--- src/rtl/spi_ctrl_pkg.sv ---
// Shared types and constants for the SPI command sequencer.
// Holds the FSM state encoding, command-byte layout, the fixed MISO
// fill bytes and the default inter-byte timeout.
package spi_ctrl_pkg;

   localparam int unsigned BYTE_W          = 8;
   localparam int unsigned CMD_RD_BIT      = 7;
   localparam int unsigned TIMEOUT_DEFAULT = 50000;

   localparam logic [BYTE_W-1:0] TX_IDLE  = 8'h00;
   localparam logic [BYTE_W-1:0] TX_ABORT = 8'hFF;

   typedef enum logic [2:0] {
      ST_IDLE    = 3'd0,
      ST_CMD     = 3'd1,
      ST_WRITE   = 3'd2,
      ST_RD_REQ  = 3'd3,
      ST_RD_WAIT = 3'd4,
      ST_READ    = 3'd5,
      ST_ABORT   = 3'd6
   } state_t;

   // Command byte direction: 1 = read burst, 0 = write burst.
   function automatic logic is_rd_cmd(input logic [BYTE_W-1:0] cmd);
      return cmd[CMD_RD_BIT];
   endfunction

endpackage

--- src/rtl/spi_ctrl_timeout.sv ---
// Inter-byte watchdog for the SPI command sequencer.
// Ports:
//   clk, rst_n  clock / async active-low reset
//   run         count enable (frame waiting for a byte)
//   clr         restart count (byte received)
//   expired_c   combinational pulse on the TIMEOUT-th idle cycle
module spi_ctrl_timeout
   import spi_ctrl_pkg::*;
#(
   parameter int unsigned TIMEOUT = TIMEOUT_DEFAULT
) (
   input  logic clk,
   input  logic rst_n,
   input  logic run,
   input  logic clr,
   output logic expired_c
);

   localparam int unsigned CW = (TIMEOUT > 1) ? $clog2(TIMEOUT) : 1;
   localparam logic [CW-1:0] LAST = CW'(TIMEOUT - 1);

   logic [CW-1:0] cnt;

   // Counter holds at zero whenever the FSM is not waiting for a byte.
   always_ff @(posedge clk or negedge rst_n) begin
      if (!rst_n) begin
         cnt <= '0;
      end else if (clr || !run || expired_c) begin
         cnt <= '0;
      end else begin
         cnt <= cnt + CW'(1);
      end
   end

   assign expired_c = run && !clr && (cnt == LAST);

endmodule

--- src/rtl/spi_cmd_ctrl.sv ---
// SPI command sequencer: turns framed SPI bytes (command, then data) into
// single-cycle register read/write strobes and supplies the MISO byte.
// Ports:
//   clk, rst_n          clock / async active-low reset
//   nss_active          synchronized chip select, 1 = frame in progress
//   rx_valid, rx_byte   received byte strobe and value
//   tx_byte             byte the slave shifts out next
//   reg_wr, reg_rd      one-cycle register strobes (never together)
//   reg_addr, reg_wdata register address / write data
//   reg_rdata           read data, valid one cycle after reg_rd
//   busy                FSM not idle
//   frame_cnt           frames started, wraps
//   err, err_clr        sticky error (address wrap or timeout) and its clear
module spi_cmd_ctrl
   import spi_ctrl_pkg::*;
#(
   parameter int unsigned AW      = 7,
   parameter int unsigned TIMEOUT = TIMEOUT_DEFAULT
) (
   input  logic          clk,
   input  logic          rst_n,
   input  logic          nss_active,
   input  logic          rx_valid,
   input  logic [7:0]    rx_byte,
   output logic [7:0]    tx_byte,
   output logic          reg_wr,
   output logic          reg_rd,
   output logic [AW-1:0] reg_addr,
   output logic [7:0]    reg_wdata,
   input  logic [7:0]    reg_rdata,
   output logic          busy,
   output logic [7:0]    frame_cnt,
   output logic          err,
   input  logic          err_clr
);

   localparam logic [AW-1:0] ADDR_MAX = '1;

   state_t        state;
   state_t        state_nxt;
   logic          nss_d;
   logic          nss_rise;
   logic          run;
   logic          timeout_hit;
   logic [AW-1:0] addr;
   logic [AW-1:0] addr_nxt;
   logic [7:0]    tx_byte_nxt;
   logic          reg_wr_nxt;
   logic          reg_rd_nxt;
   logic [AW-1:0] reg_addr_nxt;
   logic [7:0]    reg_wdata_nxt;
   logic [7:0]    frame_cnt_nxt;
   logic [7:0]    frame_inc;
   logic          err_set;
   logic          err_nxt;
   logic          busy_nxt;

   assign nss_rise  = nss_active && !nss_d;
   assign frame_inc = frame_cnt + 8'd1;
   assign run       = (state == ST_CMD) || (state == ST_WRITE) || (state == ST_READ);

   spi_ctrl_timeout #(
      .TIMEOUT (TIMEOUT)
   ) u_timeout (
      .clk       (clk),
      .rst_n     (rst_n),
      .run       (run),
      .clr       (rx_valid),
      .expired_c (timeout_hit)
   );

   // State register.
   always_ff @(posedge clk or negedge rst_n) begin
      if (!rst_n) begin
         state <= ST_IDLE;
      end else begin
         state <= state_nxt;
      end
   end

   // Next state. Chip-select drop always wins and returns to IDLE.
   always_comb begin
      state_nxt = state;
      case (state)
         ST_IDLE: begin
            if (nss_rise) state_nxt = ST_CMD;
         end
         ST_CMD: begin
            if (!nss_active)      state_nxt = ST_IDLE;
            else if (timeout_hit) state_nxt = ST_ABORT;
            else if (rx_valid)    state_nxt = is_rd_cmd(rx_byte) ? ST_RD_REQ : ST_WRITE;
         end
         ST_WRITE: begin
            if (!nss_active)      state_nxt = ST_IDLE;
            else if (timeout_hit) state_nxt = ST_ABORT;
         end
         ST_RD_REQ: begin
            state_nxt = nss_active ? ST_RD_WAIT : ST_IDLE;
         end
         ST_RD_WAIT: begin
            state_nxt = nss_active ? ST_READ : ST_IDLE;
         end
         ST_READ: begin
            if (!nss_active)      state_nxt = ST_IDLE;
            else if (timeout_hit) state_nxt = ST_ABORT;
            else if (rx_valid)    state_nxt = ST_RD_REQ;
         end
         ST_ABORT: begin
            if (!nss_active) state_nxt = ST_IDLE;
         end
         default: state_nxt = ST_IDLE;
      endcase
   end

   // Output/datapath next values. Read strobes are launched on the edge that
   // enters RD_REQ so reg_rd is high exactly while the FSM sits in RD_REQ.
   always_comb begin
      addr_nxt      = addr;
      tx_byte_nxt   = tx_byte;
      reg_wr_nxt    = 1'b0;
      reg_rd_nxt    = 1'b0;
      reg_addr_nxt  = reg_addr;
      reg_wdata_nxt = reg_wdata;
      frame_cnt_nxt = frame_cnt;
      err_set       = timeout_hit;
      case (state)
         ST_IDLE: begin
            if (nss_rise) begin
               frame_cnt_nxt = frame_inc;
               tx_byte_nxt   = frame_inc;
            end
         end
         ST_CMD: begin
            if (rx_valid) begin
               addr_nxt = rx_byte[AW-1:0];
               if (is_rd_cmd(rx_byte)) begin
                  if (nss_active) begin
                     reg_rd_nxt   = 1'b1;
                     reg_addr_nxt = rx_byte[AW-1:0];
                  end
               end else begin
                  tx_byte_nxt = TX_IDLE;
               end
            end
         end
         ST_WRITE: begin
            // A byte arriving with the chip-select drop is still written.
            if (rx_valid) begin
               reg_wr_nxt    = 1'b1;
               reg_addr_nxt  = addr;
               reg_wdata_nxt = rx_byte;
               addr_nxt      = addr + AW'(1);
               if (addr == ADDR_MAX) err_set = 1'b1;
            end
         end
         ST_RD_WAIT: begin
            tx_byte_nxt = reg_rdata;
            addr_nxt    = addr + AW'(1);
            if (addr == ADDR_MAX) err_set = 1'b1;
         end
         ST_READ: begin
            // No prefetch for a byte that coincides with the chip-select drop.
            if (rx_valid && nss_active) begin
               reg_rd_nxt   = 1'b1;
               reg_addr_nxt = addr;
            end
         end
         ST_ABORT: begin
            tx_byte_nxt = TX_ABORT;
         end
         default: ;
      endcase
      if (timeout_hit) tx_byte_nxt = TX_ABORT;
      err_nxt  = err_set || (err && !err_clr);
      busy_nxt = (state_nxt != ST_IDLE);
   end

   // Output register. nss_d resets high so a frame already in progress when
   // reset releases is ignored until chip select has been seen low.
   always_ff @(posedge clk or negedge rst_n) begin
      if (!rst_n) begin
         nss_d     <= 1'b1;
         addr      <= '0;
         tx_byte   <= TX_IDLE;
         reg_wr    <= 1'b0;
         reg_rd    <= 1'b0;
         reg_addr  <= '0;
         reg_wdata <= 8'h00;
         frame_cnt <= 8'h00;
         err       <= 1'b0;
         busy      <= 1'b0;
      end else begin
         nss_d     <= nss_active;
         addr      <= addr_nxt;
         tx_byte   <= tx_byte_nxt;
         reg_wr    <= reg_wr_nxt;
         reg_rd    <= reg_rd_nxt;
         reg_addr  <= reg_addr_nxt;
         reg_wdata <= reg_wdata_nxt;
         frame_cnt <= frame_cnt_nxt;
         err       <= err_nxt;
         busy      <= busy_nxt;
      end
   end

endmodule

--- config.mk ---
export PLATFORM = sky130hd
export DESIGN_NAME = spi_cmd_ctrl
export DESIGN_NICKNAME = d
export VERILOG_FILES = /design/src/rtl/spi_ctrl_pkg.sv /design/src/rtl/spi_ctrl_timeout.sv /design/src/rtl/spi_cmd_ctrl.sv
export SDC_FILE = /design/constraint.sdc
export NUM_CORES = 1
export LEC_CHECK = 0
export ABC_CLOCK_PERIOD_IN_PS = 3000
export CAP_MARGIN = 25
export CORE_ASPECT_RATIO = 1.4
export CORE_MARGIN = 2
export CORE_UTILIZATION = 50
export CTS_CLUSTER_DIAMETER = 120
export DETAILED_ROUTE_END_ITERATION = 8
export HOLD_SLACK_MARGIN = 0.15
export PLACE_DENSITY = 0.76
export SLEW_MARGIN = 20
export SYNTH_ARGS = -nofsm -noshare
export SYNTH_HDL_FRONTEND = slang
export SYNTH_SLANG_ARGS = --single-unit
--- constraint.sdc ---
create_clock -name clk -period 3 [get_ports clk]
set_input_delay 0.3 -clock clk [delete_from_list [all_inputs] [get_ports clk]]
set_output_delay 0.3 -clock clk [all_outputs]
set_load 0.03 [all_outputs]
==> impl_metrics.json <==
{
  "worstSetupEndpointType": "flip-flop",
  "cts_buffers": 9,
  "ys_async_sr_fraction_pct": 100,
  "yosysSeqAreaShare_pct": 47.0,
  "critPathBufInv": 0,
  "design.die.area_mm2": 0.00728,
  "core_area_mm2": 0.00648,
  "postCtsResizedCells": 0,
  "critical_path_required_ps": 3230,
  "crit_chain": "nand2b_1, o311ai_2, o21ai_0, o32ai_1",
  "yosys.area_share.simple_pct": 19.0,
  "syn_avg_cell_area_um2": 10.3,
  "setup.worst_path.start_class": "flip-flop",
  "path_clk_slew_ps": 80,
  "cp_top_family": "compound AO/OA/AOI/OAI gates",
  "viasPerCell": 6.04,
  "diodes": 0,
  "critPathKind": "reg -> reg",
  "grt_usage_pct": 22.6,
  "syn-cell-area_mm2": 0.00330,
  "synth_warnings": 0,
  "p_leak_nw": 1.69,
  "setup_viol": 0,
  "post-route-min-period_ps": 2630,
  "io_buffers": 55,
  "grt_pass1_wl_mm": 12.7,
  "yosys_most_used_dff": "dfrtp_1",
  "synthXorXnorAreaFrac_pct": 6.36,
  "final_cell_mix": "61 x dfrtp_1, 54 x clkdlybuf4s50_1, 22 x mux2_2, 20 x nor2_1",
  "syn_inst": 320,
  "num_rows": 35,
  "pre_cts_slack_ps": 509,
  "wire_per_inst_um": 17.1,
  "layout_commonest_cell": "dfrtp_1",
  "n_fill_cell": 558,
  "die_w_um": 72.7,
  "skew_ps": 13.2,
  "report.final.hold_viol_count": 0,
  "ant_nets": 0,
  "slew_viol_final": 0,
  "vdd_drop_max_mv": 0.401,
  "slowest_stage": "o311ai_2",
  "boundaryPins": 56,
  "remaining_drc_errors": 0,
  "nNetsFinal": 398,
  "synth_top_area_share_pct": 46.2,
  "grt_pass1_vias": 2654,
  "synth_cell_types": 57,
  "yosys-top-cells-area": "dfrtp_1 46%, mux2_2 7.5%, xnor2_1 3.2%",
  "slew_headroom_pct": 38.1,
  "clock_latency_ps": 350,
  "rsz0062_at_grt": "false",
  "power_density_mw_per_mm2": 768,
  "yosys-mux-area-fraction_pct": 8.71,
  "dpl.hpwl_mm": 5.42,
  "cpPeakStageDelay_ps": 890,
  "clockBufferDepth": 2,
  "htreeDepth": 3,
  "status": "finished, final reports clean",
  "cts.sinks": 62,
  "syn_to_final_growth_pct": 24.8,
  "timing.final.ws_setup_ps": 372,
  "vias": 2736,
  "drv_cap": 0,
  "synth_top_family_by_area": "simple AND/OR/NAND/NOR gates",
  "place_area_mm2": 0.00389,
  "start_util_pct": 51.0,
  "routed_wl_mm": 7.73,
  "cts_root_buf": "clkbuf_8",
  "yosys_register_bits": 62,
  "final_layout_size_suffix_gt1_share_pct": 14.0,
  "cts_tree": "built",
  "final_area_mm2": 0.00413,
  "dr.pass1.iters": 5,
  "dr.first_iter.drc_count": 175,
  "synthAdderAreaFrac_pct": 1.14,
  "worstMarginPinSlew_ps": 928,
  "cp_max_fo": 22,
  "globalplace.congestion": 0.923,
  "antenna_found_initial": 0,
  "synth_compound_area_share_pct": 14.5,
  "ff2ff_setup_slack_ps": 370,
  "arrival_ps": 2860,
  "globalRouteOverflowTotal": 0,
  "tns_ps": 0,
  "fmax_mhz": 381,
  "worstHoldPathType": "in -> async",
  "grt_max_degree": 32,
  "synth_edf_count": 0,
  "syn_nets": 344,
  "finalCritPeriodShare_pct": 87.6,
  "synth_top_cell_by_area": "dfrtp_1",
  "die_height_um": 100
}
==> repair_timing <==
action	4_1_cts	5_1_grt
hold buffers	1	0
hold endpoints to repair	17	0
setup buffers	0	0
==> through the flow <==
| step | power (mW) | utilization, % | hold slack [ps] | cells |
|---|---|---|---|---|
| after detailed placement | 2.35 | 60.0 | 253 | 436 |
| final | 3.17 | 63.6 | 420 | 453 |
| after CTS | 3.19 | 63.6 | 417 | 453 |
| after floorplan | 1.86 | - | 4.41 | 320 |
| after global routing | 3.32 | 63.6 | 453 | 453 |
| after global placement | 2.34 | 60.0 | 253 | 436 |
==> Yosys cell counts, types with 6 or more instances <==
cell type / instances
inv_1: 7
mux2_2: 22
buf_2: 8
nand3_1: 12
clkbuf_1: 8
nor2_1: 20
o21ai_0: 17
nand2_1: 14
xnor2_1: 12
dfrtp_1: 61
xor2_1: 12
nor3_1: 14
nand2b_1: 6
a21oi_1: 17
==> worst reg2reg max path: stages (launching register included) <==
cell	delay, ps
dfrtp_1	740
nand2b_1	380
o311ai_2	890
o21ai_0	210
o32ai_1	310
==> flip-flops by register name, indices dropped and copies added, names as in the netlist <==
signal and flops:
state 3, reg_rd 1, tx_byte 8, nss_d 1, frame_cnt 8, reg_wr 1
busy 1, reg_addr 7, addr 7, reg_wdata 8, err 1, u_timeout.cnt 16
==> layer usage <==
metal / track usage [%] / up-vias / share of wire (%)
li1: - / 1278 / -
met1: 27.8 / 1345 / 42
met2: 37.1 / 98 / 51
met3: 4.82 / 15 / 5.4
met4: 11.4 / 0 / 2.3
met5: 0 / - / 0
==> power breakdown <==
| part | total [mW] | internal (mW) | switching (mW) |
|---|---|---|---|
| logic | 1.14 | 0.504 | 0.632 |
| registers | 1.21 | 1.02 | 0.181 |
| clock network | 0.829 | 0.490 | 0.338 |
| total | 3.17 | 2.02 | 1.15 |
==> worst paths after layout <==
kind,start,endpoint,depth (start not counted)
max reg2reg,state[0],tx_byte[7],4
max,state[0],tx_byte[7],4
min reg2reg,u_timeout.cnt[0],u_timeout.cnt[0],1
min in group clk,u_timeout.cnt[0],u_timeout.cnt[0],1
min,rst_n,tx_byte[0],2
max in group asynchronous,rst_n,reg_wdata[7],3
==> cell type report <==
class	count	area [µm²]	area share, %
inverters	7	26.3	0.637
repair buffers	60	586	14.2
multi-input cells	234	1640	39.9
flip-flops and latches	62	1550	37.6
well taps	74	92.6	2.24
clock buffers	11	141	3.43
clock inverters	5	82.6	2.00
==> kinds of logic after synthesis <==
kind of cell / Yosys count
adder cells (fa/ha/maj): 3
AND/OR/NAND/NOR: 109
AO/OA/AOI/OAI: 72
multiplexers: 26
XOR/XNOR: 24
buffers and inverters: 24
flip-flops: 62
Power figures use the tool's default switching activity.
